===== config.mk =====
export PLATFORM = sky130hd
export DESIGN_NAME = commit_trace_buffer_flat
export DESIGN_NICKNAME = d
export VERILOG_FILES = /design/src/rtl/commit_trace_buffer_pkg.sv /design/src/rtl/commit_trace_buffer_if.sv /design/src/rtl/commit_trace_buffer_fifo.sv /design/src/rtl/commit_trace_buffer.sv /design/src/flat_wrapper.sv
export SDC_FILE = /design/constraint.sdc
export NUM_CORES = 1
export LEC_CHECK = 0
export ABC_AREA = 1
export CELL_PAD_IN_SITES_DETAIL_PLACEMENT = 0
export CELL_PAD_IN_SITES_GLOBAL_PLACEMENT = 1
export CORE_ASPECT_RATIO = 1.2
export CORE_MARGIN = 2
export CORE_UTILIZATION = 40
export CTS_BUF_LIST = sky130_fd_sc_hd__clkbuf_16
export DETAILED_ROUTE_END_ITERATION = 6
export PLACE_DENSITY_LB_ADDON = 0.1
export SLEW_MARGIN = 20
export SYNTH_ARGS = -nofsm -noshare
export SYNTH_HDL_FRONTEND = slang
export SYNTH_SLANG_ARGS = --single-unit
export TNS_END_PERCENT = 30

===== constraint.sdc =====
create_clock -name clk -period 6.06 [get_ports clk]
set_clock_uncertainty 0.05 [all_clocks]
set_input_delay 0.909 -clock clk [delete_from_list [all_inputs] [get_ports clk]]
set_output_delay 0.909 -clock clk [all_outputs]
set_load 0.02 [all_outputs]

===== src/rtl/commit_trace_buffer_pkg.sv =====
// Entry layout shared by the commit trace buffer and its FIFO.
// COMMIT_TRACE_WDATA_EN selects whether register-write fields are stored.
package commit_trace_pkg;

    localparam int PC_W    = 32;
    localparam int INSTR_W = 32;
    localparam int WNUM_W  = 5;
    localparam int WDATA_W = 32;

    localparam int TRACE_ENTRY_W_WDATA = PC_W + INSTR_W + 1 + WNUM_W + WDATA_W + 1;  // 103
    localparam int TRACE_ENTRY_W_BASE  = PC_W + INSTR_W + 1;                         // 65

`ifdef COMMIT_TRACE_WDATA_EN
    localparam int TRACE_ENTRY_W = TRACE_ENTRY_W_WDATA;
    localparam int LLBIT_OFF     = 0;
    localparam int WDATA_OFF     = 1;
    localparam int WNUM_OFF      = WDATA_OFF + WDATA_W;
    localparam int WEN_OFF       = WNUM_OFF + WNUM_W;
    localparam int INSTR_OFF     = WEN_OFF + 1;
    localparam int PC_OFF        = INSTR_OFF + INSTR_W;

    typedef struct packed {
        logic [PC_W-1:0]    pc;
        logic [INSTR_W-1:0] instr;
        logic               wen;
        logic [WNUM_W-1:0]  wnum;
        logic [WDATA_W-1:0] wdata;
        logic               llbit;
    } trace_entry_t;
`else
    localparam int TRACE_ENTRY_W = TRACE_ENTRY_W_BASE;
    localparam int LLBIT_OFF     = 0;
    localparam int INSTR_OFF     = 1;
    localparam int PC_OFF        = INSTR_OFF + INSTR_W;

    typedef struct packed {
        logic [PC_W-1:0]    pc;
        logic [INSTR_W-1:0] instr;
        logic               llbit;
    } trace_entry_t;
`endif

    localparam logic [PC_W-1:0]    TRACE_PC_RST    = '0;
    localparam logic [INSTR_W-1:0] TRACE_INSTR_RST = '0;
    localparam logic               TRACE_WEN_RST   = 1'b0;
    localparam logic [WNUM_W-1:0]  TRACE_WNUM_RST  = '0;
    localparam logic [WDATA_W-1:0] TRACE_WDATA_RST = '0;
    localparam logic               TRACE_LLBIT_RST = 1'b0;

endpackage


===== src/rtl/commit_trace_buffer_if.sv =====
// Commit-side and trace-side signal bundle of the commit trace buffer.
// master = pipeline/trace consumer side, slave = the buffer.
interface commit_trace_buffer_if;
    logic        commit_valid;
    logic [31:0] commit_pc;
    logic [31:0] commit_instr;
    logic        commit_wreg;
    logic [4:0]  commit_wd;
    logic [31:0] commit_wdata;
    logic        commit_llbit_we;
    logic        commit_llbit_value;
    logic        stall_req;
    logic        trace_valid;
    logic        trace_ready;
    logic [31:0] trace_pc;
    logic [31:0] trace_instr;
    logic        trace_wen;
    logic [4:0]  trace_wnum;
    logic [31:0] trace_wdata;
    logic        trace_llbit;
    logic [63:0] commit_count;
    logic        overflow;

    modport master (
        output commit_valid, commit_pc, commit_instr, commit_wreg, commit_wd,
               commit_wdata, commit_llbit_we, commit_llbit_value, trace_ready,
        input  stall_req, trace_valid, trace_pc, trace_instr, trace_wen,
               trace_wnum, trace_wdata, trace_llbit, commit_count, overflow
    );

    modport slave (
        input  commit_valid, commit_pc, commit_instr, commit_wreg, commit_wd,
               commit_wdata, commit_llbit_we, commit_llbit_value, trace_ready,
        output stall_req, trace_valid, trace_pc, trace_instr, trace_wen,
               trace_wnum, trace_wdata, trace_llbit, commit_count, overflow
    );
endinterface


===== src/rtl/commit_trace_buffer_fifo.sv =====
// Generic synchronous FIFO; head_dat is a combinational read of the head, zero when empty.
// Latency: push visible at head one cycle later. Backpressure: push while full only lands with a same-cycle pop.
// Push/pop accepted in a reset cycle are ignored.
module commit_fifo #(
    parameter int DEPTH = 8,
    parameter int WIDTH = 32
) (
    input  logic                       clk,
    input  logic                       rst,
    input  logic                       push,
    input  logic [WIDTH-1:0]           push_dat,
    input  logic                       pop,
    output logic [WIDTH-1:0]           head_dat,
    output logic                       full,
    output logic                       empty,
    output logic [$clog2(DEPTH):0]     occupancy
);
    localparam int AW = $clog2(DEPTH);
    localparam logic [AW:0] DEPTH_CNT = (AW+1)'(DEPTH);

    logic [WIDTH-1:0] mem [DEPTH];
    logic [AW-1:0]    wr_ptr;
    logic [AW-1:0]    rd_ptr;
    logic [AW:0]      count;
    logic             wr_en;
    logic             rd_en;

    assign full  = (count == DEPTH_CNT);
    assign empty = (count == '0);
    assign rd_en = pop && !empty && !rst;
    assign wr_en = push && (!full || rd_en) && !rst;

    always_ff @(posedge clk) begin
        if (wr_en) begin
            mem[wr_ptr] <= push_dat;
        end
    end

    always_ff @(posedge clk) begin
        if (rst) begin
            wr_ptr <= '0;
            rd_ptr <= '0;
            count  <= '0;
        end else begin
            if (wr_en) wr_ptr <= wr_ptr + AW'(1);
            if (rd_en) rd_ptr <= rd_ptr + AW'(1);
            case ({wr_en, rd_en})
                2'b10:   count <= count + (AW+1)'(1);
                2'b01:   count <= count - (AW+1)'(1);
                default: count <= count;
            endcase
        end
    end

    assign head_dat  = empty ? '0 : mem[rd_ptr];
    assign occupancy = count;
endmodule


===== src/rtl/commit_trace_buffer.sv =====
// MEM/WB commit stream endpoint: queues retired instructions and drains them to the trace port.
// Latency: 1 cycle push-to-head. Backpressure: stall_req when free <= AF_SLACK; commits into a full, non-popping FIFO are dropped.
// COMMIT_TRACE_WDATA_EN stores and presents the register-write fields; otherwise they read as 0.
module commit_trace_buffer
    import commit_trace_pkg::*;
#(
    parameter int DEPTH    = 8,
    parameter int AF_SLACK = 2
) (
    input  logic                  clk,
    input  logic                  rst,
    commit_trace_buffer_if.slave  bus
);
    localparam int AW = $clog2(DEPTH);
    localparam logic [AW:0] DEPTH_CNT = (AW+1)'(DEPTH);
    localparam logic [AW:0] SLACK_CNT = (AW+1)'(AF_SLACK);

    trace_entry_t push_entry;
    trace_entry_t head_entry;
    logic [AW:0]  occ;
    logic         full;
    logic         empty;
    logic         fifo_push;
    logic         fifo_pop;
    logic         ll_shadow;
    logic         ll_next;
    logic [63:0]  count_q;
    logic         overflow_q;

    assign fifo_pop  = !empty && bus.trace_ready;
    assign fifo_push = bus.commit_valid && (!full || fifo_pop);

    // Entries carry the LLbit as it stands after their own update.
    assign ll_next = (bus.commit_valid && bus.commit_llbit_we) ? bus.commit_llbit_value : ll_shadow;

    always_comb begin
        push_entry       = '0;
        push_entry.pc    = bus.commit_pc;
        push_entry.instr = bus.commit_instr;
        push_entry.llbit = ll_next;
`ifdef COMMIT_TRACE_WDATA_EN
        push_entry.wen   = bus.commit_wreg;
        push_entry.wnum  = bus.commit_wd;
        push_entry.wdata = bus.commit_wdata;
`endif
    end

    commit_fifo #(
        .DEPTH (DEPTH),
        .WIDTH (TRACE_ENTRY_W)
    ) u_fifo (
        .clk       (clk),
        .rst       (rst),
        .push      (fifo_push),
        .push_dat  (push_entry),
        .pop       (fifo_pop),
        .head_dat  (head_entry),
        .full      (full),
        .empty     (empty),
        .occupancy (occ)
    );

    always_ff @(posedge clk) begin
        if (rst) begin
            ll_shadow  <= TRACE_LLBIT_RST;
            count_q    <= '0;
            overflow_q <= 1'b0;
        end else begin
            ll_shadow <= ll_next;
            if (bus.commit_valid) begin
                count_q <= count_q + 64'd1;
                if (!fifo_push) overflow_q <= 1'b1;
            end
        end
    end

    assign bus.stall_req    = (DEPTH_CNT - occ) <= SLACK_CNT;
    assign bus.trace_valid  = !empty;
    assign bus.trace_pc     = head_entry.pc;
    assign bus.trace_instr  = head_entry.instr;
    assign bus.trace_llbit  = head_entry.llbit;
    assign bus.commit_count = count_q;
    assign bus.overflow     = overflow_q;

`ifdef COMMIT_TRACE_WDATA_EN
    assign bus.trace_wen   = head_entry.wen;
    assign bus.trace_wnum  = head_entry.wnum;
    assign bus.trace_wdata = head_entry.wdata;
`else
    logic unused_wdata_fields;
    assign unused_wdata_fields = ^{bus.commit_wreg, bus.commit_wd, bus.commit_wdata};
    assign bus.trace_wen   = TRACE_WEN_RST;
    assign bus.trace_wnum  = TRACE_WNUM_RST;
    assign bus.trace_wdata = TRACE_WDATA_RST;
`endif
endmodule

===== src/flat_wrapper.sv =====
// flat-port wrapper written by rule: the top's interface ports become plain ports
module commit_trace_buffer_flat import commit_trace_pkg::*;
#(
    parameter int DEPTH    = 8,
    parameter int AF_SLACK = 2
)
  (clk, rst, bus_commit_valid, bus_commit_pc, bus_commit_instr, bus_commit_wreg, bus_commit_wd, bus_commit_wdata, bus_commit_llbit_we, bus_commit_llbit_value, bus_trace_ready, bus_stall_req, bus_trace_valid, bus_trace_pc, bus_trace_instr, bus_trace_wen, bus_trace_wnum, bus_trace_wdata, bus_trace_llbit, bus_commit_count, bus_overflow);
  commit_trace_buffer_if bus_i ();
  input  logic clk;
  input  logic rst;
  input wire logic [$bits(bus_i.commit_valid)-1:0] bus_commit_valid;
  input wire logic [$bits(bus_i.commit_pc)-1:0] bus_commit_pc;
  input wire logic [$bits(bus_i.commit_instr)-1:0] bus_commit_instr;
  input wire logic [$bits(bus_i.commit_wreg)-1:0] bus_commit_wreg;
  input wire logic [$bits(bus_i.commit_wd)-1:0] bus_commit_wd;
  input wire logic [$bits(bus_i.commit_wdata)-1:0] bus_commit_wdata;
  input wire logic [$bits(bus_i.commit_llbit_we)-1:0] bus_commit_llbit_we;
  input wire logic [$bits(bus_i.commit_llbit_value)-1:0] bus_commit_llbit_value;
  input wire logic [$bits(bus_i.trace_ready)-1:0] bus_trace_ready;
  output wire logic [$bits(bus_i.stall_req)-1:0] bus_stall_req;
  output wire logic [$bits(bus_i.trace_valid)-1:0] bus_trace_valid;
  output wire logic [$bits(bus_i.trace_pc)-1:0] bus_trace_pc;
  output wire logic [$bits(bus_i.trace_instr)-1:0] bus_trace_instr;
  output wire logic [$bits(bus_i.trace_wen)-1:0] bus_trace_wen;
  output wire logic [$bits(bus_i.trace_wnum)-1:0] bus_trace_wnum;
  output wire logic [$bits(bus_i.trace_wdata)-1:0] bus_trace_wdata;
  output wire logic [$bits(bus_i.trace_llbit)-1:0] bus_trace_llbit;
  output wire logic [$bits(bus_i.commit_count)-1:0] bus_commit_count;
  output wire logic [$bits(bus_i.overflow)-1:0] bus_overflow;
  assign bus_i.commit_valid = bus_commit_valid;
  assign bus_i.commit_pc = bus_commit_pc;
  assign bus_i.commit_instr = bus_commit_instr;
  assign bus_i.commit_wreg = bus_commit_wreg;
  assign bus_i.commit_wd = bus_commit_wd;
  assign bus_i.commit_wdata = bus_commit_wdata;
  assign bus_i.commit_llbit_we = bus_commit_llbit_we;
  assign bus_i.commit_llbit_value = bus_commit_llbit_value;
  assign bus_i.trace_ready = bus_trace_ready;
  assign bus_stall_req = bus_i.stall_req;
  assign bus_trace_valid = bus_i.trace_valid;
  assign bus_trace_pc = bus_i.trace_pc;
  assign bus_trace_instr = bus_i.trace_instr;
  assign bus_trace_wen = bus_i.trace_wen;
  assign bus_trace_wnum = bus_i.trace_wnum;
  assign bus_trace_wdata = bus_i.trace_wdata;
  assign bus_trace_llbit = bus_i.trace_llbit;
  assign bus_commit_count = bus_i.commit_count;
  assign bus_overflow = bus_i.overflow;
  commit_trace_buffer #(.DEPTH(DEPTH), .AF_SLACK(AF_SLACK)) u_core (.clk(clk), .rst(rst), .bus(bus_i));
endmodule

==> impl_metrics.ini, run 1 <==
[outcome]
status = finished clean

[critical_path]
worstPathCellList = inv_6 -> buf_4 -> o21ai_0 -> o22ai_1 -> o21ai_0 -> a31oi_1 -> clkdlybuf4s50_1
cp_top_family = buffers and inverters
crit_path_frequent_cell = o21ai_0
cp_num_cells = 7
endpoint_kind = output port
ff2ff_path_depth = 10
worstPathRequired_ns = 5.10
slowest_stage = inv_6
start_kind = flip-flop
max_stage_delay_ns = 0.79
worstPathArrival_ns = 3.79
cp.buffers_inverters = 3
critPathMaxFanout = 99
critPathKind = reg2out

[drt]
first_pass_iters = 5
antenna_left = 0
wire_per_inst_um = 19.5
drc = 0
postRouteWirelength_mm = 63.2
viasPerCell = 5.14
vias = 16700
drtIter0Drc = 999

[grt]
grt_start_max_net_pins = 149
grt_pass1_wl_mm = 96.2
grt_use_met3_pct = 3.87
first_global_vias = 16700
grt.overflow.total = 0
grt_most_used_layer = met2
use_met2_pct = 34.0
antenna_found_initial = 7
grt_use_total_pct = 19.6
use_met1_pct = 24.6

[sta]
tightest_slew_ns = 1.02
post-route-period-util_pct = 78.4
rsz0062_at_grt = no
fmax_mhz = 211
drv_slew = 0
min_period_ns = 4.75
setup_viol = 0
relSlewSlack_pct = 32.0
finalSetupTns_ns = 0
hold_viol = 0

[cts]
cts_tree = done
cts_max_path_buffers = 3
cts_root_buffer = clkbuf_16
post-cts-setup-buffers = 0
cts_htree_levels = 2
clkTransAtPathRegs_ns = 0.06
clock_sinks = 599
cts_resized = 0
insertion_delay_ns = 0.61
cts_buffers = 59
cts_hold_buf = 0

[placement]
hpwl_mm = 35.0
place_area_sq_mm = 0.0276
io_buffers = 201
gp_congestion = 0.863

[synthesis]
async_flop_share_pct = 0
synth_cell_types = 39
synth_top_area_share_pct = 62.9
synth_seq_cells = 599
synthCells = 2210
synth_flop_cell = edfxtp_1
synth_top_cell_by_area = edfxtp_1
syn-cell-area_sq_mm = 0.0248
syn_area_per_cell_sq_um = 11.2
synth_seq_area_share_pct = 69.3
synth-edff-count = 520
yosys_warnings = 0
netlist_top_cells_area = edfxtp_1 63%, nor2_1 8.1%, o21ai_0 6.5%

[die]
dieArea_sq_mm = 0.0640
core-area_sq_mm = 0.0617
start_util_pct = 40.2
die_y_um = 277
ios = 278
placementRows = 100
die_w_um = 231

[pwr]
power.density_mw_per_mm2 = 328
irDropWorstVdd_mv = 0.205
power.leakage_nw = 9.87

[finish]
syn_to_final_growth_pct = 18.4
drive_gt1_share_pct = 6.42
finalNetCount = 2500
n_fill_cell = 5562
stdcell_area_sq_mm = 0.0294

[worst_hold_path]
min_path_type = reg2reg
whs_path_depth = 2

[flow_run]
drv_cap = 0
==> kinds of logic (layout without fill, tap and decap cells) <==
logic type      count (synthesis)  in the layout  synth area share (%)
simple gates                  795            795                  13.4
flops                         599            599                  69.3
compound gates                537            537                  11.6
buf+inv                       256            439                  4.76
xor+xnor                       14             14                 0.494
fa+ha+maj                       8              8                 0.404
other cells                     1             41                0.0151
==> layout by cell type, fill, tap and decap left out, types with 38 or more instances in the layout <==
cell type,count
edfxtp_1,520
nand2_1,156
clkdlybuf4s50_1,201
conb_1,38
nor2_1,525
inv_1,116
a31oi_1,68
clkbuf_16,60
o21ai_0,321
dfxtp_1,77
a21oi_1,39
o22ai_1,65
==> worst min-delay path, delay by kind of cell, from the launching register on <==
family / cells / cell delay, ns
AOI/OAI and AO/OA: 1 / 0.06
DFF: 1 / 0.31
buffers and inverters: 1 / 0.05
==> state kept, by name, indices dropped and copies added (netlist names), named ones only <==
signal and cells:
u_core.u_fifo.mem 520, u_core.u_fifo.occupancy 4, u_core.ll_shadow 1, u_core.u_fifo.rd_ptr 3
u_core.bus.commit_count 64, u_core.u_fifo.wr_ptr 3, u_core.bus.overflow 1
==> final timing paths <==
path	slack, ns	end	from
max	1.31	bus_trace_pc[2]	flip-flop
min	0.42	u_core.u_fifo.rd_ptr[2]$_SDFFE_PP0N_	u_core.u_fifo.rd_ptr[2]$_SDFFE_PP0N_
max reg2reg	2.75	u_core.u_fifo.mem[6][21]$_DFFE_PP_	u_core.u_fifo.occupancy[1]$_SDFFE_PP0P_
min reg2reg	0.42	u_core.u_fifo.rd_ptr[2]$_SDFFE_PP0N_	u_core.u_fifo.rd_ptr[2]$_SDFFE_PP0N_
==> synth_stat cells, types with 8 or more instances <==
cell type	number
a31oi_1	68
nor2_1	533
nand4_1	21
nand3_1	27
edfxtp_1	520
nor2_4	11
buf_1	12
inv_1	100
nand2_1	157
xor2_1	10
nor3_1	15
buf_4	46
dfxtp_1	79
o21ai_1	35
o21ai_0	322
clkbuf_1	70
ha_1	8
buf_2	23
a21oi_1	39
o22ai_1	65
==> cell type report <==
| cell class | count | area (sq um) | area share (%) |
|---|---|---|---|
| well taps | 816 | 1020 | 3.48 |
| clock inverters | 47 | 302 | 1.03 |
| repair buffers | 229 | 2310 | 7.86 |
| flip-flops and latches | 599 | 17200 | 58.6 |
| clock buffers | 60 | 1500 | 5.11 |
| inverters | 103 | 399 | 1.36 |
| multi-input cells | 1392 | 6630 | 22.6 |
| diodes | 3 | 7.51 | 0.0256 |
==> metal layers <==
metal	up-vias	share of wire (%)
met5	-	0.11
met4	10	2.5
met3	104	5.2
met2	374	50
met1	8112	42
li1	8090	-
==> report_power, final <==
part           internal, mW  total (mW)  switching, mW  leakage [nW]
Clock                  1.91        3.42           1.51         0.943
Combinational         0.571        1.61           1.04          3.59
Sequential             4.55        4.59         0.0482          5.34
Total                  7.03        9.62           2.60          9.87
==> metrics by stage <==
step	setup slack (ns)	utilization (%)	total power, mW	cells	hold WS, ns
after floorplan	1.13	-	5.65	2247	0.383
after global placement	1.84	44.7	6.29	3139	0.402
after detailed placement	1.87	44.7	6.31	3139	0.410
after CTS	1.22	47.6	9.75	3246	0.419
after global routing	1.12	47.6	10.1	3248	0.463
final	1.31	47.6	9.62	3249	0.417
(Power assumes the default switching activity.)
==> inputs of run 2 (changes only) <==
Clock period 6.06 ns to 4.8 ns, I/O delays scaled along.
==> impl_metrics.ini, run 2 (synthesis results as in run 1) <==
[outcome]
status = finished clean

[finish]
drive_gt1_share_pct = 6.42
multiInputGateArea_sq_mm = 0.00664
finalNetCount = 2502
n_fill_cell = 5556
stdcell_area_sq_mm = 0.0296
final_common_cell = nor2_1
final_cell_mix = 525 x nor2_1, 520 x edfxtp_1, 322 x o21ai_0
syn_to_final_growth_pct = 19.2
utilization_pct = 47.9
regArea_sq_mm = 0.0172
largest_register_ffs = 520
regMostFlops = u_core.u_fifo.mem

[cts]
cts_buffers = 59
cts_max_path_buffers = 3
cts_hold_buf = 0
cts_tree = done
insertion_delay_ns = 0.61
clock_sinks = 599
post-cts-setup-buffers = 0
cts_resized = 0
clkTransAtPathRegs_ns = 0.06
cts_root_buffer = clkbuf_16
cts_htree_levels = 2

[critical_path]
worstPathRequired_ns = 4.03
r2r-start = u_core.u_fifo.occupancy[1]$_SDFFE_PP0P_
critPathKind = reg2out
worstPathArrival_ns = 3.35
startpoint = u_core.u_fifo.occupancy[1]$_SDFFE_PP0P_
critPathMaxFanout = 39
start_kind = flip-flop
endpoint_kind = output port

[pwr]
total_power_mw = 12.3
power.leakage_nw = 9.93
power.density_mw_per_mm2 = 415
irDropWorstVdd_mv = 0.264

[sta]
setup_viol = 0
fin_ws_ns = 0.680
min_period_ns = 4.12
drv_slew = 0
relSlewSlack_pct = 30.4
finalSetupTns_ns = 0
fmax_mhz = 243
post-route-period-util_pct = 85.8
rsz0062_at_grt = no
tightest_slew_ns = 1.03
hold_viol = 0

[drt]
drtIter0Drc = 1034
vias = 16600
postRouteWirelength_mm = 63.3
wire_per_inst_um = 19.5
antenna_left = 0
first_pass_iters = 5
drc = 0
dr.max_layer_used = met5
viasPerCell = 5.12
met2_wirelength_mm = 31.7
wl_met1_mm = 26.9
wl_met3_mm = 3.28

[grt]
antenna_found_initial = 7
first_global_vias = 16400
grt_start_max_net_pins = 137
grt_use_total_pct = 19.6
grt.overflow.total = 0
grt_pass1_wl_mm = 96.4

[placement]
io_buffers = 201
gp_congestion = 0.828
pre_cts_slack_ns = 1.23
place_area_sq_mm = 0.0277
hpwl_mm = 34.8

[die]
core-area_sq_mm = 0.0617
placementRows = 100
ios = 278
die_w_um = 231
die_y_um = 277
start_util_pct = 40.2
dieArea_sq_mm = 0.0640

[worst_hold_path]
min_path_type = reg2reg
hold_start = u_core.u_fifo.rd_ptr[2]$_SDFFE_PP0N_

[flow_run]
drv_cap = 0
run 2: cell types whose count changed in the layout (fill, tap and decap cells not counted), sizes merged:
cell      before  now
clkinv        22   20
bufinv         3    5
inv          122  120
clkinvlp       3    5
clkbuf        60   59
buf           28   30
run 2: metal layers:
layer	global-route usage, %	vias up
met5	0	-
met4	5.41	10
met3	3.76	98
met2	34.3	360
met1	24.6	8103
li1	-	8074
run 2: through the flow:
step | hold slack, ns | cells
3_3_place_gp | 0.399 | 3141
5_1_grt | 0.442 | 3249
6_report | 0.420 | 3250
3_5_place_dp | 0.409 | 3141
4_1_cts | 0.419 | 3247
2_1_floorplan | 0.383 | 2247
run 2: path summary, 6_finish.rpt:
| path | cells past startpoint | slack [ns] | to |
|---|---|---|---|
| max | 7 | 0.68 | bus_trace_pc[13] |
| min | 2 | 0.42 | u_core.u_fifo.rd_ptr[2]$_SDFFE_PP0N_ |
| max reg2reg | 15 | 1.67 | u_core.u_fifo.occupancy[2]$_SDFFE_PP0P_ |
| min reg2reg | 2 | 0.42 | u_core.u_fifo.rd_ptr[2]$_SDFFE_PP0N_ |
run 2: final cells by class:
type	instances	share of cell area, %
clock buffer	59	4.99
tap	816	3.45
sequential	599	58.2
multi-input combinational	1392	22.4
inverter	103	1.34
clock inverter	47	1.22
antenna	3	0.0254
timing repair buffer	231	8.33
run 2: power breakdown:
group | switching, mW | internal (mW)
registers | 0.0295 | 5.74
logic | 1.34 | 0.735
clock network | 1.93 | 2.49
total | 3.30 | 8.96
run 2: worst max-delay path, stage by stage (launching register included):
cell             delay, ns
dfxtp_1               0.40
inv_1                 0.10
ha_1                  0.24
nand2_4               0.47
buf_4                 0.40
o21ai_1               0.13
a31oi_1               0.29
clkdlybuf4s50_1       0.67
